==> config.mk <==
export PLATFORM = sky130hd
export DESIGN_NAME = inv_mix_columns_seq
export DESIGN_NICKNAME = d
export VERILOG_FILES = /design/src/rtl/aes_pkg.sv /design/src/rtl/gf_mul.sv /design/src/rtl/inv_mix_single_column.sv /design/src/rtl/inv_mix_columns_seq.sv
export SDC_FILE = /design/constraint.sdc
export NUM_CORES = 1
export LEC_CHECK = 0
export CORE_MARGIN = 2
export CORE_UTILIZATION = 49
export DETAILED_ROUTE_END_ITERATION = 6
export GPL_ROUTABILITY_DRIVEN = 0
export GPL_TIMING_DRIVEN = 0
export PLACE_DENSITY = 0.86
export SYNTH_ARGS = -nofsm -noshare
export SYNTH_HDL_FRONTEND = slang
export SYNTH_SLANG_ARGS = --single-unit
==> constraint.sdc <==
create_clock -name clk -period 4.1 [get_ports clk]
set_input_delay 1.23 -clock clk [delete_from_list [all_inputs] [get_ports clk]]
set_output_delay 1.23 -clock clk [all_outputs]
set_load 0.01 [all_outputs]
==> src/rtl/aes_pkg.sv <==
// Shared AES types, InvMixColumns constants and small GF(2^8) helpers.
package aes_pkg;

  typedef logic [127:0] state_t;
  typedef logic [31:0]  col_t;
  typedef logic [7:0]   byte_t;

  localparam byte_t INV_MC_E = 8'h0E;
  localparam byte_t INV_MC_B = 8'h0B;
  localparam byte_t INV_MC_D = 8'h0D;
  localparam byte_t INV_MC_9 = 8'h09;
  localparam byte_t AES_POLY = 8'h1B;

  typedef enum logic [1:0] {
    IMC_IDLE = 2'd0,
    IMC_BUSY = 2'd1,
    IMC_DONE = 2'd2
  } imc_state_e;

  // Multiply by x (0x02) in GF(2^8), reducing modulo x^8+x^4+x^3+x+1.
  function automatic byte_t xtime(byte_t a);
    return {a[6:0], 1'b0} ^ (a[7] ? AES_POLY : 8'h00);
  endfunction

  // Coefficient of the InvMixColumns matrix: each row is the row above
  // rotated right by one, starting from {0e,0b,0d,09}.
  function automatic byte_t inv_mc_coef(int unsigned row, int unsigned col);
    case ((col + 4 - row) % 4)
      0:       return INV_MC_E;
      1:       return INV_MC_B;
      2:       return INV_MC_D;
      default: return INV_MC_9;
    endcase
  endfunction

  // LSB position of column idx inside a state: column 0 occupies [127:96].
  function automatic logic [6:0] col_lsb(logic [1:0] idx);
    return {~idx, 5'b0_0000};
  endfunction

endpackage

==> src/rtl/gf_mul.sv <==
// Combinational GF(2^8) multiplier: sum of the shifted-and-reduced copies of a
// selected by the bits of b.
module gf_mul
  import aes_pkg::*;
(
  input  logic [7:0] a,
  input  logic [7:0] b,
  output logic [7:0] p
);

  byte_t pow_a [8];

  // Build a*x^i for i = 0..7, then accumulate the terms enabled by b.
  always_comb begin
    // NOTE: combinational blocks use blocking '=' and give every output a
    // default before any conditional update, so no latch can be inferred.
    p        = '0;
    pow_a[0] = a;
    for (int i = 1; i < 8; i++) begin
      pow_a[i] = xtime(pow_a[i-1]);
    end
    for (int i = 0; i < 8; i++) begin
      if (b[i]) p = p ^ pow_a[i];
    end
  end

endmodule

==> src/rtl/inv_mix_single_column.sv <==
// One InvMixColumns column: 4x4 constant matrix product over GF(2^8).
// Byte 0 (row 0) of the column sits in col_i[31:24].
module inv_mix_single_column
  import aes_pkg::*;
(
  input  logic [31:0] col_i,
  output logic [31:0] col_o
);

  byte_t s    [4];
  byte_t prod [4][4];

  for (genvar r = 0; r < 4; r++) begin : g_row
    assign s[r] = col_i[31-8*r -: 8];

    for (genvar c = 0; c < 4; c++) begin : g_col
      gf_mul u_mul (
        .a (s[c]),
        .b (inv_mc_coef(r, c)),
        .p (prod[r][c])
      );
    end

    assign col_o[31-8*r -: 8] = prod[r][0] ^ prod[r][1] ^ prod[r][2] ^ prod[r][3];
  end

endmodule

==> src/rtl/inv_mix_columns_seq.sv <==
// Sequential AES InvMixColumns: captures a 128-bit state, transforms
// COLS_PER_CYCLE columns per cycle in place, then holds the result until the
// downstream stage takes it. A retiring result and a new capture may share a cycle.
module inv_mix_columns_seq
  import aes_pkg::*;
#(
  parameter int COLS_PER_CYCLE = 1
) (
  input  logic         clk,
  input  logic         rst_n,
  input  logic         in_valid,
  output logic         in_ready,
  input  logic [127:0] in_state,
  output logic         out_valid,
  input  logic         out_ready,
  output logic [127:0] out_state,
  output logic         busy
);

  if (COLS_PER_CYCLE != 1 && COLS_PER_CYCLE != 2 && COLS_PER_CYCLE != 4) begin : g_param_check
    $fatal(1, "inv_mix_columns_seq: COLS_PER_CYCLE must be 1, 2 or 4");
  end

  localparam logic [1:0] COL_STEP = 2'(COLS_PER_CYCLE);
  localparam logic [1:0] COL_LAST = 2'(4 - COLS_PER_CYCLE);

  imc_state_e fsm_q,       fsm_d;
  logic [1:0] col_cnt_q,   col_cnt_d;
  state_t     state_reg_q, state_reg_d;
  logic       out_valid_q, out_valid_d;
  logic       busy_q,      busy_d;
  logic       take;

  col_t col_in  [COLS_PER_CYCLE];
  col_t col_out [COLS_PER_CYCLE];

  // Column datapath: pick the columns addressed by col_cnt and transform them.
  for (genvar i = 0; i < COLS_PER_CYCLE; i++) begin : g_col
    logic [1:0] col_idx;
    assign col_idx   = col_cnt_q + 2'(i);
    assign col_in[i] = state_reg_q[col_lsb(col_idx) +: 32];

    inv_mix_single_column u_col (
      .col_i (col_in[i]),
      .col_o (col_out[i])
    );
  end

  // Ready while idle, or while the held result is being retired this cycle.
  assign in_ready = (fsm_q == IMC_IDLE) || ((fsm_q == IMC_DONE) && out_ready);
  assign take     = in_valid && in_ready;

  // Next-state logic: capture, column-by-column write-back, and hand-off.
  always_comb begin
    fsm_d       = fsm_q;
    col_cnt_d   = col_cnt_q;
    state_reg_d = state_reg_q;
    out_valid_d = out_valid_q;
    busy_d      = busy_q;

    case (fsm_q)
      IMC_IDLE: begin
        if (take) begin
          fsm_d       = IMC_BUSY;
          state_reg_d = in_state;
          col_cnt_d   = '0;
          busy_d      = 1'b1;
        end
      end

      IMC_BUSY: begin
        for (int i = 0; i < COLS_PER_CYCLE; i++) begin
          state_reg_d[col_lsb(col_cnt_q + 2'(i)) +: 32] = col_out[i];
        end
        if (col_cnt_q == COL_LAST) begin
          fsm_d       = IMC_DONE;
          col_cnt_d   = '0;
          out_valid_d = 1'b1;
          busy_d      = 1'b0;
        end else begin
          col_cnt_d = col_cnt_q + COL_STEP;
        end
      end

      IMC_DONE: begin
        if (out_ready) begin
          out_valid_d = 1'b0;
          if (in_valid) begin
            fsm_d       = IMC_BUSY;
            state_reg_d = in_state;
            col_cnt_d   = '0;
            busy_d      = 1'b1;
          end else begin
            fsm_d = IMC_IDLE;
          end
        end
      end

      default: begin
        fsm_d       = IMC_IDLE;
        col_cnt_d   = '0;
        out_valid_d = 1'b0;
        busy_d      = 1'b0;
      end
    endcase
  end

  // State registers; reset clears any partial or pending result at once.
  always_ff @(posedge clk or negedge rst_n) begin
    if (!rst_n) begin
      fsm_q       <= IMC_IDLE;
      col_cnt_q   <= '0;
      // NOTE: the data register is reset too, because out_state must read
      // zero after reset rather than leak the previous result.
      state_reg_q <= '0;
      out_valid_q <= 1'b0;
      busy_q      <= 1'b0;
    end else begin
      // NOTE: clocked state uses non-blocking '<=' so every flop samples
      // the values computed before this edge.
      fsm_q       <= fsm_d;
      col_cnt_q   <= col_cnt_d;
      state_reg_q <= state_reg_d;
      out_valid_q <= out_valid_d;
      busy_q      <= busy_d;
    end
  end

  assign out_state = state_reg_q;
  assign out_valid = out_valid_q;
  assign busy      = busy_q;

endmodule

==> summary.md <==
| Metric | Value |
|---|---|
| Post-synth EDFFs | 0 |
| Delay-heaviest family, CP | XOR/XNOR gates |
| Detailed Route Iter0 Violations | 1608 |
| CTS tree | yes |
| First-pass GRT wire length | 56300 um |
| Worst path bufs/invs | 4 |
| Post-cts hold buffer count | 0 |
| Ys async rst share | 1.00 |
| Total length of routed wires | 38700 um |
| Post-Place Cell Area | 12000 um2 |
| Cells after Synth | 861 |
| Main synth FF type | dfrtp_1 |
| Shortest period the worst path allows | 4.04 ns |
| Status | finished clean |
| Global route overflow | 0 |
| Crit Path Class | reg -> reg |
| Maximum clock rate | 248 MHz |
| Critical path endpoint category | flop |
| CP dominant cell by count | buf_4 |
| Remaining DRCs | 0 |
| Max-slew violations | 0 |
| Synth Warn # | 0 |
| Worst hold path type | reg -> reg |
| Slowest-stage cell, CP | xnor2_1 |
| Critical path launch point type | flop |
| Die ar. | 19700 um2 |
| Number of max-cap violations | 0 |
| FILL cells | 1225 |
| Crit path cell chain | buf_4, buf_4, buf_4, clkbuf_4, mux4_2, xnor2_2, xor2_1, xnor2_1, xnor3_1, xnor2_1, o211ai_1 |
| Die height | 140 um |
| Skew-Pair Late Insertion Delay | 0.44 ns |
| Final period util | 0.984 |
| Largest net degree at the start of global routing | 77 |
| IO buf count | 262 |
| Vias per cell | 6.76 |
| Clock-pin slew on the worst setup and hold paths | 0.06 ns |
| Pre-CTS WS | 0.0624 ns |
| Worst path max stage delay | 0.51 ns |
| N_diodes | 0 |
| Vias in the first global route | 9297 |
| H-tree depth | 4 |
| Pre-antenna DRT Iters | 6 |
| Setup TNS | 0 ns |
| HPWL after DPL | 27700 um |
| WL per Instance | 28.0 um |
| Post-Syn Area | 9090 um2 |
| Worst-margin pin slew | 0.911 ns |
| Fin. Hold Viols | 0 |
| Row Count | 49 |
| Via count | 9352 |
| All-Layer GR Usage | 0.388 |
| Die W | 140 um |
| Worst Path Arrival | 4.33 ns |
| CTS buffer count | 17 |
| Clock Tree Root | clkbuf_16 |
| Synth Register Bits | 134 |
| Sequential cell area fraction in the yosys report | 0.369 |
| Post-DRT Antenna Nets | 0 |
| Setup Viol. Count Final | 0 |
| Design area | 12700 um2 |
| Initial antenna violation count | 1 |
| Syn Area/Cell | 10.6 um2 |
| Data required, critical path | 4.39 ns |
| Setup ws final | 0.0636 ns |
| Layout Nets | 1279 |
| Syn Nets | 997 |
| Worst Skew | 0.0101 ns |
| Slew margin rel. | 0.393 |
| Cell variety after synth | 43 |
| Clk buf depth | 2 |
| Share of cells above drive strength 1 | 0.0858 |
| Layout area overhead | 39.4% |
| I/O pin cnt | 263 |
| Floorplan core area | 18100 um2 |
| Starting density of the core | 0.503 |
| Peak fanout along the critical path | 10 |
| Sink Count | 134 |
[placed cells by master (no fill, tap or decap), drive strengths merged, types with 3 or more instances in the layout]
cell,n
nand3,4
clkdlybuf4s50,261
clkinv,5
a21oi,73
xnor2,126
o21a,52
xor2,37
nand2,37
bufinv,3
a22oi,22
a2bb2oi,14
mux4,32
xor3,6
xnor3,25
buf,20
o211ai,7
inv,4
o21ai,85
dfrtp,134
nor2,90
ha,4
a221oi,26
o22ai,3
clkbuf,68
[worst register-to-register path, stage by stage, from the launching register on]
cell	delay [ns]
dfrtp_1	0.37
buf_4	0.26
buf_4	0.34
buf_4	0.31
clkbuf_4	0.37
mux4_2	0.47
xnor2_2	0.37
xor2_1	0.23
xnor2_1	0.20
xnor3_1	0.27
xnor2_1	0.51
o211ai_1	0.19
[area by class of cell]
| cell class | count | area, um2 | area share |
|---|---|---|---|
| tap | 229 | 287 | 0.0226 |
| multi-input combinational | 658 | 5460 | 0.431 |
| clock buffer | 21 | 470 | 0.0371 |
| sequential | 134 | 3350 | 0.265 |
| buffer | 65 | 312 | 0.0246 |
| inverter | 4 | 15.0 | 0.00118 |
| clock inverter | 9 | 126 | 0.00997 |
| timing repair buffer | 263 | 2650 | 0.209 |
[routing by layer]
metal / vias to the layer above / global-route usage / share of wire
li1: 3650 / - / -
met1: 4466 / 0.469 / 0.33
met2: 955 / 0.598 / 0.45
met3: 279 / 0.122 / 0.13
met4: 2 / 0.261 / 0.082
met5: - / 0 / 0.00034
[worst paths after layout]
check	from	endpoint	slack [ns]	cells after the start
setup / recovery	col_cnt_q[1]	out_state[5]	0.06	11
hold / removal	out_state[123]	out_state[123]	0.52	1
setup reg to reg	col_cnt_q[1]	out_state[5]	0.06	11
hold reg to reg	out_state[123]	out_state[123]	0.52	1
max in group asynchronous	rst_n	out_state[82]	2.51	2
min in group asynchronous	rst_n	out_state[61]	0.77	1
[stage by stage]
step / instances / hold WS (ns) / utilization
finish: 1383 / 0.517 / 0.701
global route: 1383 / 0.537 / 0.701
CTS: 1383 / 0.514 / 0.698
detailed placement: 1353 / 0.502 / 0.665
global placement: 1352 / 0.479 / 0.664
floorplan: 861 / 0.464 / -
[cell families after synthesis]
logic type,count (synthesis),synth area share
compound gates,285,0.198
xor+xnor,194,0.248
fa+ha+maj,4,0.00550
buf+inv,69,0.0356
flops,134,0.369
mux,32,0.0805
simple gates,143,0.0633
[flip-flops by register name (all words and copies together) (netlist names)]
register,count
out_state,128
busy,1
out_valid,1
col_cnt_q,2
fsm_q,2
[what timing repair did]
item | in CTS | in global routing
resized for setup | 0 | 7
endpoints found under the setup margin | 0 | 24
setup buffers | 0 | 0
[cell usage after synthesis, types with 2 or more instances]
library cell,instances,area (um2)
o21ai_1,7,35.0
dfrtp_1,134,3350
buf_6,4,45.0
o21ai_0,78,390
mux4_2,29,653
nand2b_1,2,12.5
inv_1,4,15.0
xor2_1,36,315
nor2_1,90,338
ha_1,4,50.1
xnor2_1,115,1010
a221oi_1,26,228
buf_2,7,35.0
a2bb2oi_1,14,123
o211ai_1,6,45.0
mux4_1,3,78.8
clkbuf_1,46,173
a21oi_1,73,365
xnor2_4,3,82.6
nand2_1,37,139
buf_4,7,52.6
xnor3_1,24,541
nor3_1,2,10.0
nand3_1,4,20.0
o21a_1,52,390
xor3_1,6,143
and3_1,2,12.5
a22oi_1,22,165
o22ai_1,3,18.8
xnor2_2,8,130
Power is left out: the tool's default activity adds up to more than one toggle a clock period on the data nets, which glitch-free logic cannot reach.
